## src/rtl/counter_pkg.sv

```systemverilog
// Shared definitions for the prescaled counter bank: overflow mode encodings
// and the all-ones limit used by each channel's count step.
package counter_pkg;

  localparam logic MODE_WRAP = 1'b0;
  localparam logic MODE_SAT  = 1'b1;

  // All-ones value of a w-bit counter, right-aligned in 64 bits (w in 1..64).
  function automatic logic [63:0] cnt_max(input int unsigned w);
    return {64{1'b1}} >> (64 - w);
  endfunction

endpackage

```

## src/rtl/counter_channel.sv

```systemverilog
// One counter channel: prescaler, count register with wrap/saturate overflow
// handling, and a sticky overflow flag.
module counter_channel
  import counter_pkg::*;
#(
  parameter int CNT_W = 64,
  parameter int PRE_W = 4
) (
  input  logic             Clk,
  input  logic             Reset,
  input  logic             ev,
  input  logic             clr,
  input  logic             cfg_we,
  input  logic [PRE_W-1:0] cfg_div,
  input  logic             cfg_sat,
  output logic [CNT_W-1:0] cnt,
  output logic             ovf
);

  localparam logic [63:0]      CNT_MAX_FULL = cnt_max(CNT_W);
  localparam logic [CNT_W-1:0] CNT_MAX      = CNT_MAX_FULL[CNT_W-1:0];

  logic [PRE_W-1:0] pre;
  logic [PRE_W-1:0] div;
  logic             sat;

  // Next count for one step; at the limit it either holds or rolls to zero.
  function automatic logic [CNT_W-1:0] step_cnt(input logic [CNT_W-1:0] c,
                                                input logic             mode);
    if (c != CNT_MAX)
      return c + CNT_W'(1);
    else if (mode == MODE_SAT)
      return CNT_MAX;
    else
      return '0;
  endfunction

  always_ff @(posedge Clk or posedge Reset) begin
    if (Reset) begin
      cnt <= '0;
      pre <= '0;
      div <= '0;
      sat <= MODE_WRAP;
      ovf <= 1'b0;
    end else begin
      if (clr) begin
        cnt <= '0;
        pre <= '0;
        ovf <= 1'b0;
      end
      // A config write restarts the prescaler and swallows any same-cycle event.
      if (cfg_we) begin
        div <= cfg_div;
        sat <= cfg_sat;
        pre <= '0;
      end else if (ev && !clr) begin
        if (pre != div) begin
          pre <= pre + PRE_W'(1);
        end else begin
          pre <= '0;
          cnt <= step_cnt(cnt, sat);
          if (cnt == CNT_MAX)
            ovf <= 1'b1;
        end
      end
    end
  end

endmodule

```

## src/rtl/prescaled_counter_bank.sv

```systemverilog
// Bank of NUM_CH prescaled event counters; decodes the event/clear select and
// the configuration address into per-channel strobes.
module prescaled_counter_bank
  import counter_pkg::*;
#(
  parameter  int NUM_CH = 4,
  parameter  int CNT_W  = 64,
  parameter  int PRE_W  = 4,
  localparam int SEL_W  = (NUM_CH > 1) ? $clog2(NUM_CH) : 1
) (
  input  logic                    Clk,
  input  logic                    Reset,
  input  logic                    En,
  input  logic [SEL_W-1:0]        Sel,
  input  logic                    Clr,
  input  logic                    Cfg_we,
  input  logic [SEL_W-1:0]        Cfg_ch,
  input  logic [PRE_W-1:0]        Cfg_div,
  input  logic                    Cfg_sat,
  output logic [NUM_CH*CNT_W-1:0] Count,
  output logic [NUM_CH-1:0]       Ovf
);

  // Indices at or above NUM_CH match no channel, so they are silently ignored.
  for (genvar i = 0; i < NUM_CH; i++) begin : g_ch
    localparam logic [SEL_W-1:0] IDX = SEL_W'(i);

    logic             ch_ev;
    logic             ch_clr;
    logic             ch_cfg_we;
    logic [CNT_W-1:0] ch_cnt;
    logic             ch_ovf;

    assign ch_ev     = En && (Sel == IDX);
    assign ch_clr    = Clr && (Sel == IDX);
    assign ch_cfg_we = Cfg_we && (Cfg_ch == IDX);

    counter_channel #(
      .CNT_W (CNT_W),
      .PRE_W (PRE_W)
    ) u_ch (
      .Clk     (Clk),
      .Reset   (Reset),
      .ev      (ch_ev),
      .clr     (ch_clr),
      .cfg_we  (ch_cfg_we),
      .cfg_div (Cfg_div),
      .cfg_sat (Cfg_sat),
      .cnt     (ch_cnt),
      .ovf     (ch_ovf)
    );

    assign Count[i*CNT_W +: CNT_W] = ch_cnt;
    assign Ovf[i]                  = ch_ovf;
  end

endmodule

```

## config.mk

```make
export PLATFORM = sky130hd
export DESIGN_NAME = prescaled_counter_bank
export DESIGN_NICKNAME = d
export VERILOG_FILES = /design/src/rtl/counter_pkg.sv /design/src/rtl/counter_channel.sv /design/src/rtl/prescaled_counter_bank.sv
export SDC_FILE = /design/constraint.sdc
export NUM_CORES = 1
export LEC_CHECK = 0
export CORE_ASPECT_RATIO = 0.7
export CORE_MARGIN = 1.5
export CORE_UTILIZATION = 40
export CTS_CLUSTER_DIAMETER = 100
export DETAILED_ROUTE_END_ITERATION = 16
export PLACE_DENSITY = 0.68
export RECOVER_POWER = 50
export SLEW_MARGIN = 10
export SYNTH_ARGS = -nofsm -noshare
export SYNTH_HDL_FRONTEND = slang
export SYNTH_SLANG_ARGS = --single-unit
```

## constraint.sdc

```tcl
create_clock -name Clk -period 13.82 [get_ports Clk]
set_clock_uncertainty 0.1 [all_clocks]
set_input_delay 2.073 -clock Clk [delete_from_list [all_inputs] [get_ports Clk]]
set_output_delay 2.073 -clock Clk [all_outputs]
set_load 0.02 [all_outputs]
```

== Word level (Yosys, flattened, before mapping) ==
Cells that the tools add are included.
Operators by class
  add/subtract/negate cells: 8
  equality and inequality tests: 18
  muxes and demuxes: 60
  reductions and logical operators: 26
Operators by type and width (count)
  64-bit 2-to-1 mux: 24
  64-bit by 1-bit adder with 64-bit output (second input constant): 4
  64-bit equality test (second input constant): 4
  64-bit != test (second input constant): 4
  4-bit 2-to-1 mux: 16
  1-bit 2-to-1 mux: 20
  4-bit by 1-bit adder with 4-bit output (second input constant): 4
  1-bit logical AND: 16
  4-bit != test: 4
  3-bit nonzero test: 4
  2-bit equality test (second input constant): 4
  2-bit by 1-bit equality test with 1-bit output (second input constant): 2
  1-bit logical NOT: 4
  2-bit logical NOT: 2
Word-level totals
  register bits: 296
  input port bits: 14
  output and inout port bits: 260
  word-level logic and storage cells: 132

== Depth between registers and ports, before layout ==
  word-level depth: 7
  mapped depth: 10

== By module ==
Synthesis repeated with hierarchy kept, for this count alone.
Second synthesis, totals
  cells, all modules: 2180
  area total of the unflattened synthesis: 18466.5 um^2
Modules (own cells, without submodules)
  counter_channel: times used 4, cells each 541, area each 4585.6 um^2, seq. area each 1851.8 um^2
  prescaled_counter_bank: times used 1, cells each 16, area each 123.9 um^2, seq. area each 0.0 um^2

== Worst setup path before layout ==
No wires, ideal clock.
  path kind: input port to flip-flop
  start point: in Clr
  end point: reg g_ch[2].u_ch.cnt[20]
  arrival time: 3874 ps
  data required time: 13597 ps
  slack: 9723 ps
  cell stages on the path: 10
  cell sequence: clkbuf_1 -> nor2b_1 -> and3_1 -> clkbuf_1 -> and2_1 -> buf_2 -> o31a_1 -> clkbuf_1 -> nand3_1 -> o221a_1
Between the ends
  longest elaborated chain between the ends: 5
Ends and longest elaborated chain
  start: declaration: RTL line prescaled_counter_bank.sv:15  | input logic Clr,
  1-bit logical AND (*): RTL line prescaled_counter_bank.sv:35  | assign ch_clr = Clr && (Sel == IDX);
  64-bit 2-to-1 mux or 1-bit logical NOT (tied branches): RTL line counter_channel.sv:46, counter_channel.sv:56
  64-bit 2-to-1 mux or 1-bit logical AND (tied branches): RTL line counter_channel.sv:57, counter_channel.sv:56
  64-bit 2-to-1 mux: RTL line counter_channel.sv:56  | end else if (ev && !clr) begin
  64-bit 2-to-1 mux (*): RTL line counter_channel.sv:52  | if (cfg_we) begin
  end signal: assignment: RTL line counter_channel.sv:61  | cnt <= step_cnt(cnt, sat);
  end: declaration: RTL line counter_channel.sv:16  | output logic [CNT_W-1:0] cnt,
Mark *: on every way between the ends. The rest lies on a longest branch, timed or not.
A chain may end at the register's enable or synchronous reset.

==> impl_metrics.yaml <==
run_status:
  result_of_the_run: "finished with violations"
  violations: "max-capacitance violations, max-slew violations"
critical_path:
  critPathCaptureType: "async pin"
  timing.reg2reg.worst_path_depth: 7
  timing.reg2reg.setup_slack_ps: 10160
  worst-setup-path-type: "input port to async pin"
  worstReg2RegStart: "g_ch[1].u_ch.cnt[1]"
  critical_path.startpoint_type: "input port"
  cp_data_required_time_ps: 14300
  worst_ep_arrival_time_ps: 7680
  worst-path-max-fanout: 122
  reg2reg_to: "g_ch[1].u_ch.cnt[2]"
  crit_startpoint: "Reset"
floorplanning:
  die_area_sq_mm: 0.0464
  coreArea_sq_mm: 0.0440
  std_cell_rows: 64
  die_span_y_um: 181
  die_x_um: 257
  starting_utilization_of_the_core_area: 0.409
  io_pins: 274
timing:
  max_clock_freq_mhz: 139
  holdWs_ps: 384
  rsz0062_at_grt: "no"
  max_slew_margin: -2.90
  hold_violations: 0
  timing.final.crit_share: 0.521
  final_max_slew_viol_count: 123
  tightestPinTransition_ps: 5820
  post-route-min-period_ps: 7200
  report.final.setup_viol: 0
  final_setup_tns_ps: 0
pwr:
  leakage_power_nw: 9.40
  powerDensity_mw_per_mm2: 86.5
  ir_drop_mv: 0.0713
synth:
  seq_area_frac_synth: 0.411
  net_count_of_the_mapped_netlist: 2140
  synth.mux.area_fraction: 0.0131
  post_synth_num_cell_types: 86
  synth_cells: 2118
  synthXorXnorAreaFrac: 0.0102
  ys_warn_count: 0
  syn_area_sq_mm: 0.0180
  synth_top_family_by_area: "simple AND/OR/NAND/NOR gates"
  async_reset_ff_frac: 1.00
  yosys_register_bits: 296
  synth-main-ff-cell: "dfrtp_1"
  synth-simple-area-share: 0.276
  adder_and_majority_gate_portion_of_the_synthesized_area: 0.00555
  synth_edf_count: 0
  syn_avg_cell_area_sq_um: 8.51
  complex_gate_fraction_of_the_synthesized_area: 0.241
clock_tree:
  cts_max_level: 2
  cts_num_sinks: 296
  path_clk_slew_ps: 60
  post-cts-setup-buffers: 0
  clockBufferDepth: 3
  cts_made_buffers: 34
  cts-resized-gates: 0
  cts_tree: "done"
  insertion_delay_ps: 530
  cts-hold-fix-buffers: 0
  clock_root_buffer_master: "clkbuf_16"
min_path:
  timing.hold.worst.class: "flop to flop"
  critical_hold_path_startpoint: "g_ch[0].u_ch.ovf"
  hold_path_cells: 2
  hold_end: "g_ch[0].u_ch.ovf"
global_routing:
  globalRoute.totalOverflow: 0
  largest_net_degree_at_the_start_of_global_routing: 123
  global_route.usage.total: 0.271
  grt_pass1_wl_um: 103000
  first_global_vias: 18000
  antenna_found_initial: 4
drt:
  drc: 0
  post_drt_via_cell_ratio: 6.45
  firstDrtPassIters: 5
  num_vias: 19000
  drt-wirelength-per-cell_um: 21.9
  route.final.wire_length_um: 64500
  dr.first_iter.drc_count: 2170
  ant_nets: 0
place:
  dpl_cell_area_sq_mm: 0.0212
  dp.cells: 2888
  finalWeightedCongestion: 0.945
  place.port_buffers: 273
  detailed_place_hpwl_um: 44700
run:
  timing.max_cap.violations: 1
cells_and_area:
  multiInputGateArea_sq_mm: 0.00987
  filler_cell_count: 4035
  register_area_sq_mm: 0.00741
  drive_gt1_frac: 0.0578
  finish.instance_area_sq_mm: 0.0223
  area_delta_synth_final_pct: 24.0
  final_core_utilization: 0.507
  mostFrequentLayoutCell: "dfrtp_1"
  leading_cell_types_in_the_layout_fill_and_taps_excluded: "296 x dfrtp_1, 239 x dlygate4sd3_1, 183 x nand2_1"
  layoutNonFillerInstCount: 2947
  final_net_count: 2352
flip-flops by register name, indices dropped and copies added, names as in the netlist:
name           count
g_ch.u_ch.pre     16
g_ch.u_ch.ovf      4
g_ch.u_ch.div     16
g_ch.u_ch.sat      4
g_ch.u_ch.cnt    256
metal layers:
metal	wire, um	global-route usage	share of wire
met1	28500	0.393	0.44
met2	28200	0.403	0.44
met3	6090	0.0551	0.094
met4	1730	0.0887	0.027
met5	0	0	0
power by group:
group	switching, mW	internal, mW
combinational	0.0639	0.0347
clock	0.382	0.553
sequential	0.0173	0.882
total	0.463	1.47
kinds of logic after synthesis:
group	after synthesis
fa+ha+maj	8
simple gates	918
mux	21
compound gates	657
xor+xnor	21
buf+inv	197
flops	296
critical path: stages:
cell and delay, ps:
dlygate4sd3_1 540, clkinvlp_2 3230, buf_4 1010, buf_4 680
cell usage after synthesis, drive strengths merged (9+ instances only):
cell type	number	area share
dfrtp	296	0.41
or3	18	0.0062
xnor2	12	0.0058
and4	40	0.019
a311oi	13	0.0063
o21a	23	0.0096
and3	68	0.024
nor4	65	0.027
a31oi	44	0.015
or4	18	0.0081
xor2	9	0.0044
o2bb2ai	17	0.0083
nand3	159	0.045
buf	27	0.0078
o211ai	26	0.011
nor3	93	0.026
o311ai	9	0.0044
a211o	11	0.0053
a32o	9	0.0050
a211oi	13	0.0054
nand4	101	0.036
mux2	20	0.012
and2	29	0.010
o21ai	215	0.060
a22o	43	0.021
a21oi	108	0.030
a21o	24	0.010
nand2	183	0.038
o31a	17	0.0083
clkbuf	92	0.019
inv	77	0.016
a31o	9	0.0044
o31ai	26	0.011
nor2	113	0.024
through the flow:
step | total power [mW] | worst slack [ps]
after global placement | 1.01 | 8410
after CTS | 1.95 | 8810
final | 1.93 | 6620
after detailed placement | 1.01 | 8320
after floorplan | 0.977 | 3470
after global routing | 2.00 | 5590
worst max path at each step:
stage | to | slack, ps | depth (start not counted)
floorplan | g_ch[0].u_ch.cnt[0] | 3470 | 1
global placement | g_ch[0].u_ch.cnt[49] | 8410 | 7
detailed placement | g_ch[0].u_ch.cnt[34] | 8320 | 7
CTS | g_ch[0].u_ch.cnt[34] | 8810 | 7
global route | g_ch[0].u_ch.cnt[52] | 5590 | 4
finish | g_ch[0].u_ch.cnt[51] | 6620 | 4
area by class of cell:
type                            count  area share
Multi-Input combinational cell   1625       0.442
Sequential cell                   296       0.332
Timing Repair Buffer              295       0.130
Clock buffer                       48      0.0460
Tap cell                          594      0.0333
Inverter                           78      0.0132
Clock inverter                      9     0.00426
Antenna cell                        2    0.000224
No activity file was read; power rests on OpenSTA's default activity.
